--- config.mk ---
export PLATFORM = sky130hd
export DESIGN_NAME = spec_hold_buffer_flat
export DESIGN_NICKNAME = d
export VERILOG_FILES = /design/src/rtl/spec_hold_buffer_if.sv /design/src/rtl/spec_hold_buffer.sv /design/src/flat_wrapper.sv
export SDC_FILE = /design/constraint.sdc
export NUM_CORES = 1
export LEC_CHECK = 0
export BUFFER_PORTS_ARGS = -buffer_cell sky130_fd_sc_hd__clkbuf_2
export CAP_MARGIN = 20
export CORE_ASPECT_RATIO = 0.6
export CORE_MARGIN = 4
export CORE_UTILIZATION = 36
export CTS_BUF_LIST = sky130_fd_sc_hd__clkbuf_16
export DETAILED_ROUTE_END_ITERATION = 6
export PLACE_DENSITY_LB_ADDON = 0.12
export SYNTH_ARGS = -nofsm -noshare
export SYNTH_HDL_FRONTEND = slang
export SYNTH_SLANG_ARGS = --single-unit
--- constraint.sdc ---
create_clock -name clock -period 16.55 [get_ports clock]
set_input_delay 1.655 -clock clock [delete_from_list [all_inputs] [get_ports clock]]
set_output_delay 1.655 -clock clock [all_outputs]
set_load 0.05 [all_outputs]
--- src/rtl/spec_hold_buffer_if.sv ---
// spec_hold_buffer_if
// Handshake bundle between decode (producer), the hold buffer and dispatch
// (consumer).
//   in_valid/in_ready/in_inst/in_pc      : decode -> buffer enqueue channel
//   out_valid/out_ready/out_inst/out_pc  : buffer -> dispatch release channel
// Modports:
//   slave  : the hold buffer side
//   master : the environment side (decode + dispatch)
interface spec_hold_buffer_if #(
  parameter int XLEN = 64
);
  logic            in_valid;
  logic            in_ready;
  logic [31:0]     in_inst;
  logic [XLEN-1:0] in_pc;
  logic            out_valid;
  logic            out_ready;
  logic [31:0]     out_inst;
  logic [XLEN-1:0] out_pc;

  modport slave (
    input  in_valid, in_inst, in_pc, out_ready,
    output in_ready, out_valid, out_inst, out_pc
  );

  modport master (
    output in_valid, in_inst, in_pc, out_ready,
    input  in_ready, out_valid, out_inst, out_pc
  );
endinterface

--- src/rtl/spec_hold_buffer.sv ---
// spec_hold_buffer
// Holds decoded instructions between decode and dispatch while a single
// branch is unresolved. Entries accepted while branch_pending is high are
// tagged speculative and withheld; resolve releases them in order, kill
// drops them. Non-speculative entries drain as a normal FIFO.
//
// Ports:
//   clock          : single clock, posedge
//   reset          : synchronous, active-low
//   branch_pending : a branch is unresolved
//   kill           : pulse, drop speculative entries
//   resolve        : pulse, clear speculative tags
//   bus            : spec_hold_buffer_if.slave (enqueue + release channels)
//   squash         : registered pulse the cycle after kill
//   squash_count   : entries dropped by that kill (valid with squash)
//   stat_squashed  : saturating drop total, only with SPEC_HOLD_STATS_EN
//
// Build option: define SPEC_HOLD_STATS_EN to add the stat_squashed counter.
module spec_hold_buffer #(
  parameter int DEPTH = 4,
  parameter int XLEN  = 64
) (
  input  logic                       clock,
  input  logic                       reset,
  input  logic                       branch_pending,
  input  logic                       kill,
  input  logic                       resolve,
  spec_hold_buffer_if.slave          bus,
  output logic                       squash,
  output logic [$clog2(DEPTH):0]     squash_count
`ifdef SPEC_HOLD_STATS_EN
  ,
  output logic [31:0]                stat_squashed
`endif
);

  localparam int AW = $clog2(DEPTH);
  localparam int CW = AW + 1;

  logic [AW-1:0]   r_head;
  logic [AW-1:0]   r_tail;
  logic [CW-1:0]   r_count;
  logic [CW-1:0]   r_spec_cnt;
  logic [DEPTH-1:0] r_spec;
  logic            r_squash;
  logic [CW-1:0]   r_squash_count;
  logic [31:0]     r_inst [DEPTH];
  logic [XLEN-1:0] r_pc   [DEPTH];

  logic            w_in_ready;
  logic            w_out_valid;
  logic            w_enq;
  logic            w_write;
  logic            w_deq;
  logic            w_enq_spec;
  logic [AW-1:0]   w_head_nxt;
  logic [AW-1:0]   w_tail_nxt;
  logic [CW-1:0]   w_count_nxt;
  logic [CW-1:0]   w_spec_cnt_nxt;
  logic [DEPTH-1:0] w_spec_nxt;

  // Release/accept status depends on registered state only.
  assign w_in_ready  = (r_count != CW'(DEPTH));
  assign w_out_valid = (r_count != '0) && !r_spec[r_head];

  assign bus.in_ready  = w_in_ready;
  assign bus.out_valid = w_out_valid;
  assign bus.out_inst  = r_inst[r_head];
  assign bus.out_pc    = r_pc[r_head];
  assign squash        = r_squash;
  assign squash_count  = r_squash_count;

  assign w_enq      = bus.in_valid && w_in_ready;
  // An incoming entry on a kill cycle is dropped rather than stored.
  assign w_write    = w_enq && !kill;
  assign w_deq      = w_out_valid && bus.out_ready;
  assign w_enq_spec = branch_pending && !resolve && !kill;

  always_comb begin
    w_head_nxt     = r_head;
    w_tail_nxt     = r_tail;
    w_count_nxt    = r_count;
    w_spec_cnt_nxt = r_spec_cnt;
    w_spec_nxt     = r_spec;

    if (w_deq) begin
      w_head_nxt  = r_head + AW'(1);
      w_count_nxt = w_count_nxt - CW'(1);
    end

    if (kill) begin
      // Speculative entries are the youngest suffix, so rolling tail back
      // by spec_cnt removes exactly them. spec_cnt == DEPTH wraps to tail.
      w_tail_nxt     = r_tail - r_spec_cnt[AW-1:0];
      w_count_nxt    = w_count_nxt - r_spec_cnt;
      w_spec_cnt_nxt = '0;
      w_spec_nxt     = '0;
    end else begin
      if (resolve) begin
        w_spec_cnt_nxt = '0;
        w_spec_nxt     = '0;
      end
      if (w_write) begin
        w_tail_nxt         = r_tail + AW'(1);
        w_count_nxt        = w_count_nxt + CW'(1);
        w_spec_nxt[r_tail] = w_enq_spec;
        if (w_enq_spec) begin
          w_spec_cnt_nxt = w_spec_cnt_nxt + CW'(1);
        end
      end
    end
  end

  always_ff @(posedge clock) begin
    if (!reset) begin
      r_head         <= '0;
      r_tail         <= '0;
      r_count        <= '0;
      r_spec_cnt     <= '0;
      r_spec         <= '0;
      r_squash       <= 1'b0;
      r_squash_count <= '0;
    end else begin
      r_head     <= w_head_nxt;
      r_tail     <= w_tail_nxt;
      r_count    <= w_count_nxt;
      r_spec_cnt <= w_spec_cnt_nxt;
      r_spec     <= w_spec_nxt;
      r_squash   <= kill;
      if (kill) begin
        // A speculative handshake on the kill cycle counts as dropped too.
        r_squash_count <= r_spec_cnt + CW'(w_enq && branch_pending);
      end
    end
  end

  // Payload storage carries no reset; validity is tracked by count/spec.
  always_ff @(posedge clock) begin
    if (w_write) begin
      r_inst[r_tail] <= bus.in_inst;
      r_pc[r_tail]   <= bus.in_pc;
    end
  end

`ifdef SPEC_HOLD_STATS_EN
  logic [31:0] r_stat_squashed;

  function automatic logic [31:0] sat_add32(input logic [31:0] a,
                                            input logic [CW-1:0] b);
    logic [32:0] s;
    s = {1'b0, a} + 33'(b);
    return s[32] ? 32'hFFFF_FFFF : s[31:0];
  endfunction

  always_ff @(posedge clock) begin
    if (!reset) begin
      r_stat_squashed <= '0;
    end else if (r_squash) begin
      r_stat_squashed <= sat_add32(r_stat_squashed, r_squash_count);
    end
  end

  assign stat_squashed = r_stat_squashed;
`endif

endmodule

--- src/flat_wrapper.sv ---
// flat-port wrapper written by rule: the top's interface ports become plain ports
module spec_hold_buffer_flat 
#(
  parameter int DEPTH = 4,
  parameter int XLEN  = 64
)
  (clock, reset, branch_pending, kill, resolve, squash, squash_count, bus_in_valid, bus_in_inst, bus_in_pc, bus_out_ready, bus_in_ready, bus_out_valid, bus_out_inst, bus_out_pc);
  spec_hold_buffer_if #(.XLEN(XLEN)) bus_i ();
  input  logic clock;
  input  logic reset;
  input  logic branch_pending;
  input  logic kill;
  input  logic resolve;
  output logic squash;
  output logic [$clog2(DEPTH):0] squash_count;
  input wire logic [$bits(bus_i.in_valid)-1:0] bus_in_valid;
  input wire logic [$bits(bus_i.in_inst)-1:0] bus_in_inst;
  input wire logic [$bits(bus_i.in_pc)-1:0] bus_in_pc;
  input wire logic [$bits(bus_i.out_ready)-1:0] bus_out_ready;
  output wire logic [$bits(bus_i.in_ready)-1:0] bus_in_ready;
  output wire logic [$bits(bus_i.out_valid)-1:0] bus_out_valid;
  output wire logic [$bits(bus_i.out_inst)-1:0] bus_out_inst;
  output wire logic [$bits(bus_i.out_pc)-1:0] bus_out_pc;
  assign bus_i.in_valid = bus_in_valid;
  assign bus_i.in_inst = bus_in_inst;
  assign bus_i.in_pc = bus_in_pc;
  assign bus_i.out_ready = bus_out_ready;
  assign bus_in_ready = bus_i.in_ready;
  assign bus_out_valid = bus_i.out_valid;
  assign bus_out_inst = bus_i.out_inst;
  assign bus_out_pc = bus_i.out_pc;
  spec_hold_buffer #(.DEPTH(DEPTH), .XLEN(XLEN)) u_core (.clock(clock), .reset(reset), .branch_pending(branch_pending), .kill(kill), .resolve(resolve), .bus(bus_i), .squash(squash), .squash_count(squash_count));
endmodule
==> metrics.txt <==
router iterations before antenna repair=4; worst path required time=14890 ps; Die Wd=271 um; I/O Buffers=204; largest net degree at the start of global routing=69; vias=7024; Detail Route Antenna Nets=0; Ys Warns=0; final setup vio count=0; antenna violations before repair=5; first-pass GRT wire length=48600 um; Most used DFF post-synth=edfxtp_1; Synth area leader=edfxtp_1; Slew Limit Fails=0; share of layout cells above drive strength 1=42.2%; HP Class=flip-flop to flip-flop; Place WS=12010 ps; Peak Freq=0.220 GHz; Setup Skew=19.8 ps; num rows=57; routed vias/inst=4.85; P_leak=6.00 nW; Max-Slew Margin vs Limit=30.0%; io pins=205; Post-Layout Inst Area=17900 um2; run status=complete, no violations; Synth cell types=32; PD cells=161 nW/um2; # DRC=0; Worst Slack Setup Final=12000 ps; Peak VDD IR=0.0000917 V; Core Region=40700 um2; top cells by area, synth=edfxtp_1 (77%), mux4_2 (15%), dfxtp_1 (2.7%), mux2i_1 (0.80%), ha_1 (0.59%); Fin Setup TNS=0 ps; syn avg cell area=23.8 um2; min cycle time layout=4550 ps; CTS tree=done; diode count=0; worst setup path category=flip-flop to output pin; Initial Utilization=36.7%; routed wire length=31600 um; area delta synth->final=20.1%; cts repair resizes=0; nature of the critical path endpoint=output pin; DP Wirelength=19200 um; syn_nets=739; Startpoint Class=flip-flop; number of max-cap violations=0; DIE AREA=44900 um2; Synth Instances=628; Clock Pin Slew Worst Setup and Hold Paths=70 ps; CP Max Fanout=39; Clock Tree Buf Depth=3; Clk Latency, worst-skew pair=530 ps; Starting DRT DRC Count=523; Wirelength per Cell=21.8 um; hold buffer count at cts=0; CTS buffer count=39; Worst Tran Pin Value=1050 ps; period utilization=27.5%; gr usage total=14.1%; final hold violations=0; Post-synth EDFFs=384; placed inst area=16600 um2; RSZ-0062 raised after global routing=no; H-tree depth=2; total power=2.88 mW; Sinks on Clock Net=404; Post-Syn Area=14900 um2; chip height=166 um; Final nets=969; async set-or-reset flop fraction in the synthesized netlist=0%; Root Buffer=clkbuf_16; Setup Fix Bufs, Post-CTS=0; Fin Hold WS=519 ps; critical path arrival=2900 ps; #FFs+latches synth=404; proportion of netlist area held by the largest area contributor=77.3%; routability congestion estimate=0.769; grt total ovfl=0; register area share after synthesis=79.9%; vias in the first global route=7756
## cell usage in the layout, fill, tap and decap left out, types with 2 or more instances in the layout
cell type,instances
clkinv_1,9
inv_1,12
ha_1,7
xnor2_1,6
a21boi_0,2
nand2b_1,4
edfxtp_1,384
a21oi_1,4
clkinv_2,8
clkinv_4,2
clkbuf_16,41
clkbuf_2,204
and3_4,2
nand3_1,6
dfxtp_4,2
nor3_1,2
bufinv_16,4
xor2_1,3
o21ai_0,2
nor4_1,2
nand2_1,8
buf_4,9
mux4_2,97
nor3_2,2
mux2i_1,12
nor2_1,16
nor2b_1,6
dfxtp_1,18
and2_1,3
## state kept, by name (all words and copies together), names as in the netlist, named ones only
register	cells
u_core.r_spec_cnt	3
u_core.squash_count	3
u_core.r_tail	2
u_core.r_count	3
u_core.squash	1
u_core.r_pc	256
u_core.r_head	2
u_core.r_inst	128
u_core.r_spec	4
## Yosys cell counts (3+ instances only)
cell type / number
edfxtp_1: 384
mux4_2: 97
dfxtp_1: 20
nor2_1: 16
clkbuf_1: 13
mux2i_1: 12
buf_2: 11
nand2_1: 8
ha_1: 7
inv_1: 6
nand3_1: 6
nor2b_1: 6
xnor2_1: 6
a21oi_1: 4
nand2b_1: 4
nor3_1: 4
and2_1: 3
xor2_1: 3
## cell type report
cell class                 instances  area, um2
timing repair buffer             214       1120
tap                              560        701
inverter                           6       22.5
clock inverter                    30        241
sequential                       404      11900
multi-input combinational        193       2880
fill                            3501      22800
clock buffer                      41       1030
## kinds of logic after synthesis
kind of cell	after synthesis	synth area share, %
compound gates	13	0.604
xor+xnor	9	0.528
fa+ha+maj	8	0.721
buf+inv	31	0.897
flops	404	79.9
mux	109	15.4
simple gates	54	1.88
## power by group
part	internal (mW)	total (mW)	switching, mW	leakage, nW
logic	0.240	0.779	0.539	1.70
registers	1.18	1.22	0.0353	3.65
clock network	0.511	0.881	0.370	0.648
## stage by stage
step           std cells  utilization, %
2_1_floorplan        628               -
3_3_place_gp        1376            40.8
3_5_place_dp        1376            40.8
4_1_cts             1447            44.0
5_1_grt             1448            44.0
6_report            1448            44.0
## worst max-delay path, cell delays in order, from the launching register on
cell,delay (ps)
dfxtp_4,650
buf_4,710
mux4_2,650
clkbuf_2,260
## layer usage
| metal | vias up | GRT usage [%] | share of wire, % |
|---|---|---|---|
| li1 | 3102 | - | - |
| met1 | 3686 | 19.0 | 43 |
| met2 | 169 | 22.8 | 49 |
| met3 | 57 | 4.03 | 6.1 |
| met4 | 10 | 3.70 | 1.7 |
| met5 | - | 0 | 0.16 |
## worst paths after layout
kind,from,end,slack [ps],depth (start not counted)
hold reg to reg,u_core.squash_count[2],u_core.squash_count[2],520,1
hold / removal,u_core.squash_count[2],u_core.squash_count[2],520,1
setup reg to reg,u_core.r_count[0],u_core.r_spec[1],13020,9
setup / recovery,flip-flop,bus_out_inst[15],12000,3
Note: power is estimated with default switching activity, not from simulation.
